### src/rtl/uart_pkg.sv
// Shared definitions for the UART core: parity codes, FSM encodings,
// oversampling constants and the parity helper.
package uart_pkg;

   localparam int OVERSAMPLE   = 16;
   localparam int START_SAMPLE = 8;

   localparam logic [1:0] PAR_NONE = 2'd0;
   localparam logic [1:0] PAR_ODD  = 2'd1;
   localparam logic [1:0] PAR_EVEN = 2'd2;

   typedef enum logic [2:0] {
      TX_IDLE   = 3'd0,
      TX_START  = 3'd1,
      TX_DATA   = 3'd2,
      TX_PARITY = 3'd3,
      TX_STOP   = 3'd4
   } tx_state_t;

   typedef enum logic [2:0] {
      RX_IDLE   = 3'd0,
      RX_START  = 3'd1,
      RX_DATA   = 3'd2,
      RX_PARITY = 3'd3,
      RX_STOP   = 3'd4
   } rx_state_t;

   // Unused upper bits must be zero; they do not disturb the XOR reduction.
   function automatic logic parity_bit(input logic [7:0] data, input logic [1:0] mode);
      logic p;
      p = ^data;
      case (mode)
         PAR_ODD:  parity_bit = ~p;
         PAR_EVEN: parity_bit = p;
         default:  parity_bit = 1'b0;
      endcase
   endfunction

endpackage

### src/rtl/uart_fifo.sv
// Circular-buffer FIFO with first-word-fall-through read port and
// registered full/empty flags; pointers carry one wrap bit.
module uart_fifo
   import uart_pkg::*;
#(
   parameter int WIDTH = 8,
   parameter int DEPTH = 16
) (
   input  logic             clk,
   input  logic             reset,
   input  logic             wr,
   input  logic [WIDTH-1:0] wr_data,
   input  logic             rd,
   output logic [WIDTH-1:0] rd_data,
   output logic             full,
   output logic             empty
);

   localparam int AW = $clog2(DEPTH);
   localparam logic [AW:0] PTR_ONE = (AW + 1)'(1);

   logic [WIDTH-1:0] mem_r [DEPTH];
   logic [AW:0]      wptr_r;
   logic [AW:0]      rptr_r;
   logic [AW:0]      wptr_nx_s;
   logic [AW:0]      rptr_nx_s;
   logic             full_r;
   logic             empty_r;
   logic             full_nx_s;
   logic             empty_nx_s;
   logic             do_wr_s;
   logic             do_rd_s;

   // A write while full only lands when a read frees the slot in the same cycle.
   always_comb begin
      do_rd_s = rd & ~empty_r;
      do_wr_s = wr & (~full_r | do_rd_s);
      if (do_wr_s) begin
         wptr_nx_s = wptr_r + PTR_ONE;
      end else begin
         wptr_nx_s = wptr_r;
      end
      if (do_rd_s) begin
         rptr_nx_s = rptr_r + PTR_ONE;
      end else begin
         rptr_nx_s = rptr_r;
      end
      empty_nx_s = (wptr_nx_s == rptr_nx_s);
      full_nx_s  = (wptr_nx_s[AW] != rptr_nx_s[AW]) &&
                   (wptr_nx_s[AW-1:0] == rptr_nx_s[AW-1:0]);
   end

   // Pointer and flag state.
   always_ff @(posedge clk) begin
      if (reset) begin
         wptr_r  <= '0;
         rptr_r  <= '0;
         full_r  <= 1'b0;
         empty_r <= 1'b1;
      end else begin
         wptr_r  <= wptr_nx_s;
         rptr_r  <= rptr_nx_s;
         full_r  <= full_nx_s;
         empty_r <= empty_nx_s;
      end
   end

   // Storage array.
   always_ff @(posedge clk) begin
      if (do_wr_s) begin
         mem_r[wptr_r[AW-1:0]] <= wr_data;
      end
   end

   // Head entry, forced to zero while empty.
   always_comb begin
      if (empty_r) begin
         rd_data = {WIDTH{1'b0}};
      end else begin
         rd_data = mem_r[rptr_r[AW-1:0]];
      end
   end

   assign full  = full_r;
   assign empty = empty_r;

endmodule

### src/rtl/uart_fifo_core.sv
// UART core: shared 16x baud tick, TX/RX FSMs with parity and framing checks,
// and independent TX/RX FIFOs.
module uart_fifo_core
   import uart_pkg::*;
#(
   parameter int DATA_BITS = 8,
   parameter int PARITY    = 0,
   parameter int STOP_BITS = 1,
   parameter int BAUD_DIV  = 27,
   parameter int TX_DEPTH  = 16,
   parameter int RX_DEPTH  = 16
) (
   input  logic                 clk,
   input  logic                 reset,
   input  logic                 tx_wr,
   input  logic [DATA_BITS-1:0] tx_data,
   output logic                 tx_full,
   output logic                 tx_empty,
   output logic                 tx_busy,
   output logic                 txd,
   input  logic                 rxd,
   input  logic                 rx_rd,
   output logic                 rx_valid,
   output logic [DATA_BITS-1:0] rx_data,
   output logic                 rx_parity_err,
   output logic                 rx_frame_err,
   output logic                 rx_overrun,
   input  logic                 err_clr
);

   localparam logic [1:0]    PAR_MODE   = 2'(PARITY);
   localparam int            BW         = $clog2(BAUD_DIV);
   localparam logic [BW-1:0] BAUD_LAST  = BW'(BAUD_DIV - 1);
   localparam logic [BW-1:0] BAUD_ONE   = BW'(1);
   localparam logic [4:0]    TX_BIT_END = 5'(OVERSAMPLE - 1);
   localparam logic [4:0]    TX_STOP_END = 5'(OVERSAMPLE * STOP_BITS - 1);
   localparam logic [3:0]    RX_BIT_END = 4'(OVERSAMPLE - 1);
   localparam logic [3:0]    RX_HALF_END = 4'(START_SAMPLE - 1);
   localparam logic [2:0]    LAST_DATA  = 3'(DATA_BITS - 1);

   logic [BW-1:0]        baud_cnt_r;
   logic                 tick_s;

   logic [DATA_BITS-1:0] tx_head_s;
   logic                 tx_pop_s;
   tx_state_t            tx_state_r;
   logic [DATA_BITS-1:0] tx_shift_r;
   logic                 tx_par_r;
   logic [2:0]           tx_bit_r;
   logic [4:0]           tx_tcnt_r;
   logic                 txd_r;
   logic                 tx_busy_r;

   logic                 rx_sync1_r;
   logic                 rx_sync2_r;
   rx_state_t            rx_state_r;
   logic [DATA_BITS-1:0] rx_shift_r;
   logic [2:0]           rx_bit_r;
   logic [3:0]           rx_tcnt_r;
   logic                 rx_perr_r;
   logic                 rx_push_s;
   logic [DATA_BITS+1:0] rx_push_data_s;
   logic [DATA_BITS+1:0] rx_head_s;
   logic                 rx_full_s;
   logic                 rx_empty_s;
   logic                 overrun_s;
   logic                 rx_overrun_r;

   assign tick_s = (baud_cnt_r == BAUD_LAST);

   // Free-running oversample divider.
   always_ff @(posedge clk) begin
      if (reset) begin
         baud_cnt_r <= '0;
      end else if (tick_s) begin
         baud_cnt_r <= '0;
      end else begin
         baud_cnt_r <= baud_cnt_r + BAUD_ONE;
      end
   end

   // Pop when a frame can start: from IDLE, or straight out of the last stop tick.
   always_comb begin
      tx_pop_s = 1'b0;
      if (tick_s && !tx_empty && tx_state_r == TX_IDLE) begin
         tx_pop_s = 1'b1;
      end else if (tick_s && !tx_empty && tx_state_r == TX_STOP && tx_tcnt_r == TX_STOP_END) begin
         tx_pop_s = 1'b1;
      end else begin
         tx_pop_s = 1'b0;
      end
   end

   uart_fifo #(.WIDTH(DATA_BITS), .DEPTH(TX_DEPTH)) u_tx_fifo (
      .clk     (clk),
      .reset   (reset),
      .wr      (tx_wr),
      .wr_data (tx_data),
      .rd      (tx_pop_s),
      .rd_data (tx_head_s),
      .full    (tx_full),
      .empty   (tx_empty)
   );

   // Transmit FSM; txd and tx_busy are registered here.
   always_ff @(posedge clk) begin
      if (reset) begin
         tx_state_r <= TX_IDLE;
         tx_shift_r <= '0;
         tx_par_r   <= 1'b0;
         tx_bit_r   <= 3'd0;
         tx_tcnt_r  <= 5'd0;
         txd_r      <= 1'b1;
         tx_busy_r  <= 1'b0;
      end else if (tick_s) begin
         case (tx_state_r)
            TX_IDLE: begin
               if (tx_pop_s) begin
                  tx_shift_r <= tx_head_s;
                  tx_par_r   <= parity_bit(8'(tx_head_s), PAR_MODE);
                  tx_tcnt_r  <= 5'd0;
                  txd_r      <= 1'b0;
                  tx_busy_r  <= 1'b1;
                  tx_state_r <= TX_START;
               end
            end
            TX_START: begin
               if (tx_tcnt_r == TX_BIT_END) begin
                  tx_tcnt_r  <= 5'd0;
                  tx_bit_r   <= 3'd0;
                  txd_r      <= tx_shift_r[0];
                  tx_state_r <= TX_DATA;
               end else begin
                  tx_tcnt_r <= tx_tcnt_r + 5'd1;
               end
            end
            TX_DATA: begin
               if (tx_tcnt_r == TX_BIT_END) begin
                  tx_tcnt_r <= 5'd0;
                  if (tx_bit_r != LAST_DATA) begin
                     tx_bit_r   <= tx_bit_r + 3'd1;
                     tx_shift_r <= tx_shift_r >> 1;
                     txd_r      <= tx_shift_r[1];
                  end else if (PAR_MODE != PAR_NONE) begin
                     txd_r      <= tx_par_r;
                     tx_state_r <= TX_PARITY;
                  end else begin
                     txd_r      <= 1'b1;
                     tx_state_r <= TX_STOP;
                  end
               end else begin
                  tx_tcnt_r <= tx_tcnt_r + 5'd1;
               end
            end
            TX_PARITY: begin
               if (tx_tcnt_r == TX_BIT_END) begin
                  tx_tcnt_r  <= 5'd0;
                  txd_r      <= 1'b1;
                  tx_state_r <= TX_STOP;
               end else begin
                  tx_tcnt_r <= tx_tcnt_r + 5'd1;
               end
            end
            TX_STOP: begin
               if (tx_tcnt_r == TX_STOP_END) begin
                  tx_tcnt_r <= 5'd0;
                  if (tx_pop_s) begin
                     tx_shift_r <= tx_head_s;
                     tx_par_r   <= parity_bit(8'(tx_head_s), PAR_MODE);
                     txd_r      <= 1'b0;
                     tx_state_r <= TX_START;
                  end else begin
                     tx_busy_r  <= 1'b0;
                     tx_state_r <= TX_IDLE;
                  end
               end else begin
                  tx_tcnt_r <= tx_tcnt_r + 5'd1;
               end
            end
            default: begin
               txd_r      <= 1'b1;
               tx_busy_r  <= 1'b0;
               tx_state_r <= TX_IDLE;
            end
         endcase
      end
   end

   assign txd     = txd_r;
   assign tx_busy = tx_busy_r;

   // Two-flop synchronizer for the asynchronous serial input; idles high.
   always_ff @(posedge clk) begin
      if (reset) begin
         rx_sync1_r <= 1'b1;
         rx_sync2_r <= 1'b1;
      end else begin
         rx_sync1_r <= rxd;
         rx_sync2_r <= rx_sync1_r;
      end
   end

   // Receive FSM: mid-bit sampling, START re-check rejects short glitches.
   always_ff @(posedge clk) begin
      if (reset) begin
         rx_state_r <= RX_IDLE;
         rx_shift_r <= '0;
         rx_bit_r   <= 3'd0;
         rx_tcnt_r  <= 4'd0;
         rx_perr_r  <= 1'b0;
      end else if (tick_s) begin
         case (rx_state_r)
            RX_IDLE: begin
               if (!rx_sync2_r) begin
                  rx_tcnt_r  <= 4'd0;
                  rx_state_r <= RX_START;
               end
            end
            RX_START: begin
               if (rx_tcnt_r == RX_HALF_END) begin
                  rx_tcnt_r <= 4'd0;
                  rx_bit_r  <= 3'd0;
                  rx_perr_r <= 1'b0;
                  if (rx_sync2_r) begin
                     rx_state_r <= RX_IDLE;
                  end else begin
                     rx_state_r <= RX_DATA;
                  end
               end else begin
                  rx_tcnt_r <= rx_tcnt_r + 4'd1;
               end
            end
            RX_DATA: begin
               if (rx_tcnt_r == RX_BIT_END) begin
                  rx_tcnt_r  <= 4'd0;
                  rx_shift_r <= {rx_sync2_r, rx_shift_r[DATA_BITS-1:1]};
                  if (rx_bit_r != LAST_DATA) begin
                     rx_bit_r <= rx_bit_r + 3'd1;
                  end else if (PAR_MODE != PAR_NONE) begin
                     rx_state_r <= RX_PARITY;
                  end else begin
                     rx_state_r <= RX_STOP;
                  end
               end else begin
                  rx_tcnt_r <= rx_tcnt_r + 4'd1;
               end
            end
            RX_PARITY: begin
               if (rx_tcnt_r == RX_BIT_END) begin
                  rx_tcnt_r  <= 4'd0;
                  rx_perr_r  <= rx_sync2_r ^ parity_bit(8'(rx_shift_r), PAR_MODE);
                  rx_state_r <= RX_STOP;
               end else begin
                  rx_tcnt_r <= rx_tcnt_r + 4'd1;
               end
            end
            RX_STOP: begin
               if (rx_tcnt_r == RX_BIT_END) begin
                  rx_tcnt_r  <= 4'd0;
                  rx_state_r <= RX_IDLE;
               end else begin
                  rx_tcnt_r <= rx_tcnt_r + 4'd1;
               end
            end
            default: begin
               rx_tcnt_r  <= 4'd0;
               rx_state_r <= RX_IDLE;
            end
         endcase
      end
   end

   // The push coincides with the first stop-bit sample; a low stop bit is a framing error.
   always_comb begin
      rx_push_s      = 1'b0;
      rx_push_data_s = {~rx_sync2_r, rx_perr_r, rx_shift_r};
      if (tick_s && rx_state_r == RX_STOP && rx_tcnt_r == RX_BIT_END) begin
         rx_push_s = 1'b1;
      end else begin
         rx_push_s = 1'b0;
      end
   end

   assign overrun_s = rx_push_s & rx_full_s & ~rx_rd;

   uart_fifo #(.WIDTH(DATA_BITS + 2), .DEPTH(RX_DEPTH)) u_rx_fifo (
      .clk     (clk),
      .reset   (reset),
      .wr      (rx_push_s),
      .wr_data (rx_push_data_s),
      .rd      (rx_rd),
      .rd_data (rx_head_s),
      .full    (rx_full_s),
      .empty   (rx_empty_s)
   );

   // Sticky overrun; a new overrun wins over a same-cycle clear.
   always_ff @(posedge clk) begin
      if (reset) begin
         rx_overrun_r <= 1'b0;
      end else if (overrun_s) begin
         rx_overrun_r <= 1'b1;
      end else if (err_clr) begin
         rx_overrun_r <= 1'b0;
      end
   end

   assign rx_valid      = ~rx_empty_s;
   assign rx_data       = rx_head_s[DATA_BITS-1:0];
   assign rx_parity_err = rx_head_s[DATA_BITS];
   assign rx_frame_err  = rx_head_s[DATA_BITS+1];
   assign rx_overrun    = rx_overrun_r;

endmodule

### config.mk
export PLATFORM = sky130hd
export DESIGN_NAME = uart_fifo_core
export DESIGN_NICKNAME = d
export VERILOG_FILES = /design/src/rtl/uart_pkg.sv /design/src/rtl/uart_fifo.sv /design/src/rtl/uart_fifo_core.sv
export SDC_FILE = /design/constraint.sdc
export NUM_CORES = 1
export LEC_CHECK = 0
export ABC_AREA = 1
export CORE_UTILIZATION = 35
export DETAILED_ROUTE_END_ITERATION = 10
export PLACE_DENSITY = 0.49
export SYNTH_ARGS = -nofsm -noshare
export SYNTH_HDL_FRONTEND = slang
export SYNTH_SLANG_ARGS = --single-unit
### constraint.sdc
create_clock -name clk -period 3.45 [get_ports clk]
set_clock_uncertainty 0.2 [all_clocks]
set_input_delay 0.5175 -clock clk [delete_from_list [all_inputs] [get_ports clk]]
set_output_delay 0.5175 -clock clk [all_outputs]
set_load 0.1 [all_outputs]
==> flow_summary_export.csv, run 1 <==
group,metric,value,unit
status,status,"complete, no violations",
synthesis,async_reset_ff_share,0,%
synthesis,yosysSeqAreaShare,67.1,%
placed_design,io_buffers,29,
sta,slew_viol_final,0,
cts,postCtsSetupRepairBufs,0,
global_routing,grt_overflow,0,
finish,fillerInstances,3945,
synthesis,synth_top_area_cell,"edfxtp_1",
sta,holdWs,0.220,ns
placed_design,hpwl,22.9,mm
route,drt_pre_antenna_iters,5,
finish,drive_gt1_share,12.5,%
global_routing,grt_pass1_vias,10100,
finish,layout_commonest_cell,"edfxtp_1",
synthesis,ys_types,47,
route,avgRoutedWirePerCell,18.7,um
cts,post_cts_resized,0,
route,route.met3.wl,1.66,mm
synthesis,synth-edff-count,288,
sta,relSlewSlack,34.7,%
cts,hold_buffers,0,
route,totalWireLength,36.7,mm
cts,clk_latency,0.58,ns
synthesis,ys_warn_count,0,
synthesis,synth_cells,1329,
route,final_antenna_net_count,0,
setup_path,required,2.73,ns
placed_design,place_area,16300,um^2
cts,cts_tree,"yes",
synthesis,ys_ff_latch,360,
finish,layout.nets,1418,
die,start_util,35.7,%
finish,n_antenna_cell,0,
setup_path,cp-start-kind,"flip-flop",
setup_path,cp_data_arrival_time,2.51,ns
sta,period_share,93.6,%
setup_path,path_max_fanout,80,
finish,fin_util,42.1,%
route,drcViolationCount,0,
die,fp-row-count,75,
worst_hold_path,hold_class,"reg2reg",
finish,final_cell_mix,"edfxtp_1 (288), nor2_1 (245), nand2_1 (140)",
die,die_x,209,um
power,p_per_area,532,nW/um^2
finish,area_delta_synth_final,17.9,%
finish,ff_latch_area,10100,um^2
setup_path,critPathKind,"reg2out",
route,drt-met1-wl,16.9,mm
route,wl_met2,17.3,mm
route,highest_layer,"met4",
global_routing,grt_pass1_wl,57.2,mm
synthesis,syn_area_per_cell,11.3,um^2
die,core_area,42100,um^2
synthesis,yosys-top-cells-area,"edfxtp_1 (58%), dfxtp_1 (9.6%), nor2_1 (6.1%)",
route,via_per_inst,5.04,
finish,design_area,17700,um^2
cts,cts_max_level,2,
power,p_leak,6.24,nW
sta,tightest_slew,0.977,ns
sta,setup_viol,0,
global_routing,grt_max_degree,81,
synthesis,netlist_area,15000,um^2
sta,grt_setup_unrepaired,"no",
cts,cts.path.max_buffers,3,
die,die_h,209,um
cts,numCtsBuffers,41,
synthesis,synth_fp_nets,1361,
power,total_power,0.00944,W
sta,fin_crit,3.23,ns
die,io_pins,30,
cts,root_buffer,"clkbuf_16",
die,die_area,43800,um^2
synthesis,yosysTopAreaCellShare,57.5,%
synthesis,synthFlopType,"edfxtp_1",
sta,finalHoldViolations,0,
global_routing,grt_usage,17.1,%
placed_design,gp_congestion,0.826,
sta,finalSetupTns,0,ns
finish,multiInputGateArea,4440,um^2
sta,fmax,310,MHz
route,num_vias,9869,
setup_path,critPathCaptureType,"primary output",
run,maxCapViolCount,0,
global_routing,antenna_found_initial,1,
cts,clkTransAtPathRegs,0.06,ns
cts,cts_sinks,360,
route,drtIter0Drc,796,
power,vdd_drop_max,389,uV
==> through the flow <==
step           instances  setup slack (ns)
2_1_floorplan       1329             0.107
3_3_place_gp        1882             0.766
3_5_place_dp        1882             0.686
4_1_cts             1957             0.116
5_1_grt             1957            0.0871
6_report            1957             0.219
==> state kept, by name, summed over array words and instances, names as in the netlist, 3 cells and up <==
register          flops
rx_state_r            3
u_tx_fifo.mem_r     128
tx_shift_r            8
u_tx_fifo.rptr_r      5
tx_tcnt_r             5
baud_cnt_r            5
rx_tcnt_r             4
rx_shift_r            8
tx_state_r            3
u_tx_fifo.wptr_r      5
u_rx_fifo.rptr_r      5
u_rx_fifo.mem_r     160
u_rx_fifo.wptr_r      5
rx_bit_r              3
tx_bit_r              3
==> cells in the mapped netlist (5+ instances only) <==
cell type	instances
o21ai_0	131
mux2i_1	18
inv_2	5
a21oi_1	46
nand3_1	64
xnor2_1	5
a31oi_1	10
edfxtp_1	288
dfxtp_1	72
buf_2	19
o22ai_1	26
nor3_1	6
ha_1	18
xor2_1	14
o221ai_1	21
o32ai_1	19
clkbuf_1	40
inv_1	62
nor2_2	5
nor2_1	245
nand2_4	5
o211ai_1	19
nand2_1	140
==> power by group <==
part           switching (W)  internal [W]  total (W)
clock                0.00178       0.00283    0.00460
combinational       0.000107     0.0000427   0.000149
sequential         0.0000111       0.00467    0.00469
total                0.00190       0.00754    0.00944
==> path summary, 6_finish.rpt <==
check	from	cells past startpoint	endpoint	slack, ns
worst min register to register	rx_sync1_r	1	rx_sync2_r	0.22
worst min-delay path	rx_sync1_r	1	rx_sync2_r	0.22
worst max-delay path	u_rx_fifo.rptr_r[0]	6	rx_parity_err	0.22
worst max register to register	tx_tcnt_r[0]	9	u_tx_fifo.mem_r[6][1]	0.70
==> cells by family after synthesis <==
kind of cell | Yosys count | share of synthesized area, %
muxes | 18 | 1.20
xor gates and xnor gates | 19 | 1.11
and+or+nand+nor | 489 | 13.9
DFF | 360 | 67.1
adders and majority gates | 18 | 1.50
buffers and inverters | 137 | 3.65
AOI/OAI and AO/OA | 288 | 11.5
==> area by class of cell <==
type	instances	share of cell area, %
Tap cell	539	3.80
Clock buffer	51	6.23
Timing Repair Buffer	78	4.39
Inverter	73	1.57
Clock inverter	24	1.98
Sequential cell	360	57.0
Multi-Input combinational cell	832	25.1
==> per-layer routing <==
layer,track usage (%),vias to the layer above
li1,-,4868
met4,5.17,0
met5,0,-
met1,22.9,4757
met3,3.07,57
met2,28.3,187
==> worst max-delay path, cell delays in order (launching register included) <==
cell and delay (ns):
dfxtp_2 0.38, buf_12 0.33, nor2_1 0.09, o32ai_1 0.35, o211ai_1 0.13, a21oi_1 0.37, buf_12 0.23
(Power assumes the default switching activity.)
==> inputs of run 2 (changes only) <==
--- a/config.mk
+++ b/config.mk
@@ -8,6 +8,7 @@
 export ABC_AREA = 1
 export CORE_UTILIZATION = 35
 export DETAILED_ROUTE_END_ITERATION = 10
+export MAX_ROUTING_LAYER = met4
 export PLACE_DENSITY = 0.49
 export SYNTH_ARGS = -nofsm -noshare
 export SYNTH_HDL_FRONTEND = slang
==> flow_summary_export.csv, run 2 (synthesized netlist as in run 1, its figures left out) <==
group,metric,value,unit
sta,relSlewSlack,34.6,%
cts,numCtsBuffers,41,
finish,area_delta_synth_final,17.9,%
route,totalWireLength,36.7,mm
power,p_leak,6.24,nW
cts,cts_max_level,2,
route,avgRoutedWirePerCell,18.7,um
setup_path,r2r-start,"tx_tcnt_r[0]",
route,final_antenna_net_count,0,
sta,fin_ws,0.205,ns
cts,clk_latency,0.58,ns
finish,fin_util,42.1,%
cts,cts.path.max_buffers,3,
run,maxCapViolCount,0,
setup_path,required,2.73,ns
finish,layout_commonest_cell,"edfxtp_1",
setup_path,critPathCapture,"rx_parity_err",
setup_path,r2r_setup_slack,0.70,ns
placed_design,io_buffers,29,
power,p_seq_share,49.7,%
die,die_h,209,um
finish,largest_reg_flops,160,
setup_path,critPathCaptureType,"primary output",
cts,cts_sinks,360,
route,via_per_inst,5.07,
die,io_pins,30,
power,clockPowerShare,48.8,%
global_routing,grt_overflow,0,
power,p_sw,0.00189,W
route,drt_pre_antenna_iters,5,
sta,period_share,94.1,%
placed_design,gp_congestion,0.838,
sta,finalHoldViolations,0,
power,switching_share,20.1,%
status,status,"complete, no violations",
global_routing,grt_pass1_wl,57.3,mm
placed_design,hpwl,22.9,mm
power,vdd_drop_max,386,uV
global_routing,grt_usage,17.6,%
finish,final_cell_mix,"edfxtp_1 (288), nor2_1 (245), nand2_1 (140)",
setup_path,cp-startpoint,"u_rx_fifo.rptr_r[0]",
cts,root_buffer,"clkbuf_16",
sta,finalSetupTns,0,ns
die,start_util,35.7,%
cts,cts_tree,"yes",
setup_path,rr_endpoint,"u_tx_fifo.mem_r[6][1]",
power,internal-power,0.00754,W
global_routing,grt_pass1_vias,10100,
power,pwr-share-comb,1.6,%
power,p_per_area,532,nW/um^2
setup_path,critPathKind,"reg2out",
finish,n_antenna_cell,0,
cts,clkTransAtPathRegs,0.06,ns
setup_path,cp-start-kind,"flip-flop",
sta,fmax,308,MHz
sta,setup_viol,0,
setup_path,reg2reg_depth,9,
setup_path,cp_data_arrival_time,2.53,ns
sta,tightest_slew,0.977,ns
finish,drive_gt1_share,12.5,%
sta,fin_crit,3.25,ns
sta,grt_setup_unrepaired,"no",
die,core_area,42100,um^2
die,fp-row-count,75,
route,drcViolationCount,0,
sta,slew_viol_final,0,
die,die_area,43800,um^2
finish,layout.nets,1418,
setup_path,path_max_fanout,80,
worst_hold_path,hold_class,"reg2reg",
global_routing,grt_max_degree,81,
cts,postCtsSetupRepairBufs,0,
global_routing,antenna_found_initial,1,
placed_design,post-place-ws,0.686,ns
route,num_vias,9921,
die,die_x,209,um
route,drtIter0Drc,820,
## run 2: cell counts in the layout (fill, tap and decap cells not counted)
No cell type changed its count.
## run 2: worst max-delay path: stages (launching register included)
cell and delay (ns):
dfxtp_2 0.38, buf_12 0.34, nor2_1 0.09, o32ai_1 0.35, o211ai_1 0.13, a21oi_1 0.39, buf_12 0.23
## run 2: area by class of cell
class | instances | area [um^2]
Multi-Input combinational cell | 832 | 4440
Inverter | 73 | 278
Sequential cell | 360 | 10100
Tap cell | 539 | 674
Clock inverter | 24 | 352
Clock buffer | 51 | 1100
Timing Repair Buffer | 78 | 778
Fill cell | 3945 | 24400
## run 2: how the worst min path moves through the flow
stage	from	to	slack [ns]	cells after the start
5_1_grt	rx_sync1_r	rx_sync2_r	0.24	1
3_5_place_dp	rx_sync1_r	rx_sync2_r	0.21	1
4_1_cts	rx_sync1_r	rx_sync2_r	0.23	1
3_3_place_gp	rx_sync1_r	rx_sync2_r	0.21	1
2_1_floorplan	rx_sync1_r	rx_sync2_r	0.19	1
6_report	rx_sync1_r	rx_sync2_r	0.22	1
## run 2: metrics by stage
stage / power (W) / hold slack [ns] / area [um^2] / cells
after floorplan: 0.00485 / 0.189 / 15100 / 1329
after global placement: 0.00493 / 0.211 / 16300 / 1882
after detailed placement: 0.00493 / 0.209 / 16300 / 1882
after CTS: 0.00957 / 0.231 / 17700 / 1957
after global routing: 0.00974 / 0.240 / 17700 / 1957
final: 0.00944 / 0.224 / 17700 / 1957
## run 2: layer usage
layer | part of all wire [%] | vias to the layer above | global-route usage [%]
li1 | - | 4869 | -
met1 | 46 | 4792 | 22.9
met2 | 47 | 203 | 28.3
met3 | 4.7 | 57 | 3.07
met4 | 2.2 | 0 | 5.17
met5 | 0 | - | -
## run 2: power groups by stage
stage / Sequential, W / Combinational (W) / Clock (W)
final: 0.00469 / 0.000149 / 0.00460
after CTS: 0.00469 / 0.000152 / 0.00473
after global placement: 0.00478 / 0.000150 / 0
after global routing: 0.00469 / 0.000166 / 0.00489
after detailed placement: 0.00478 / 0.000152 / 0
after floorplan: 0.00478 / 0.0000672 / 0
## run 2: what timing repair did
item / 4_1_cts / 5_1_grt
hold buffers: 0 / 0
setup endpoints to repair: 0 / 1
resized for setup: 0 / 1
hold endpoints to repair: 0 / 0
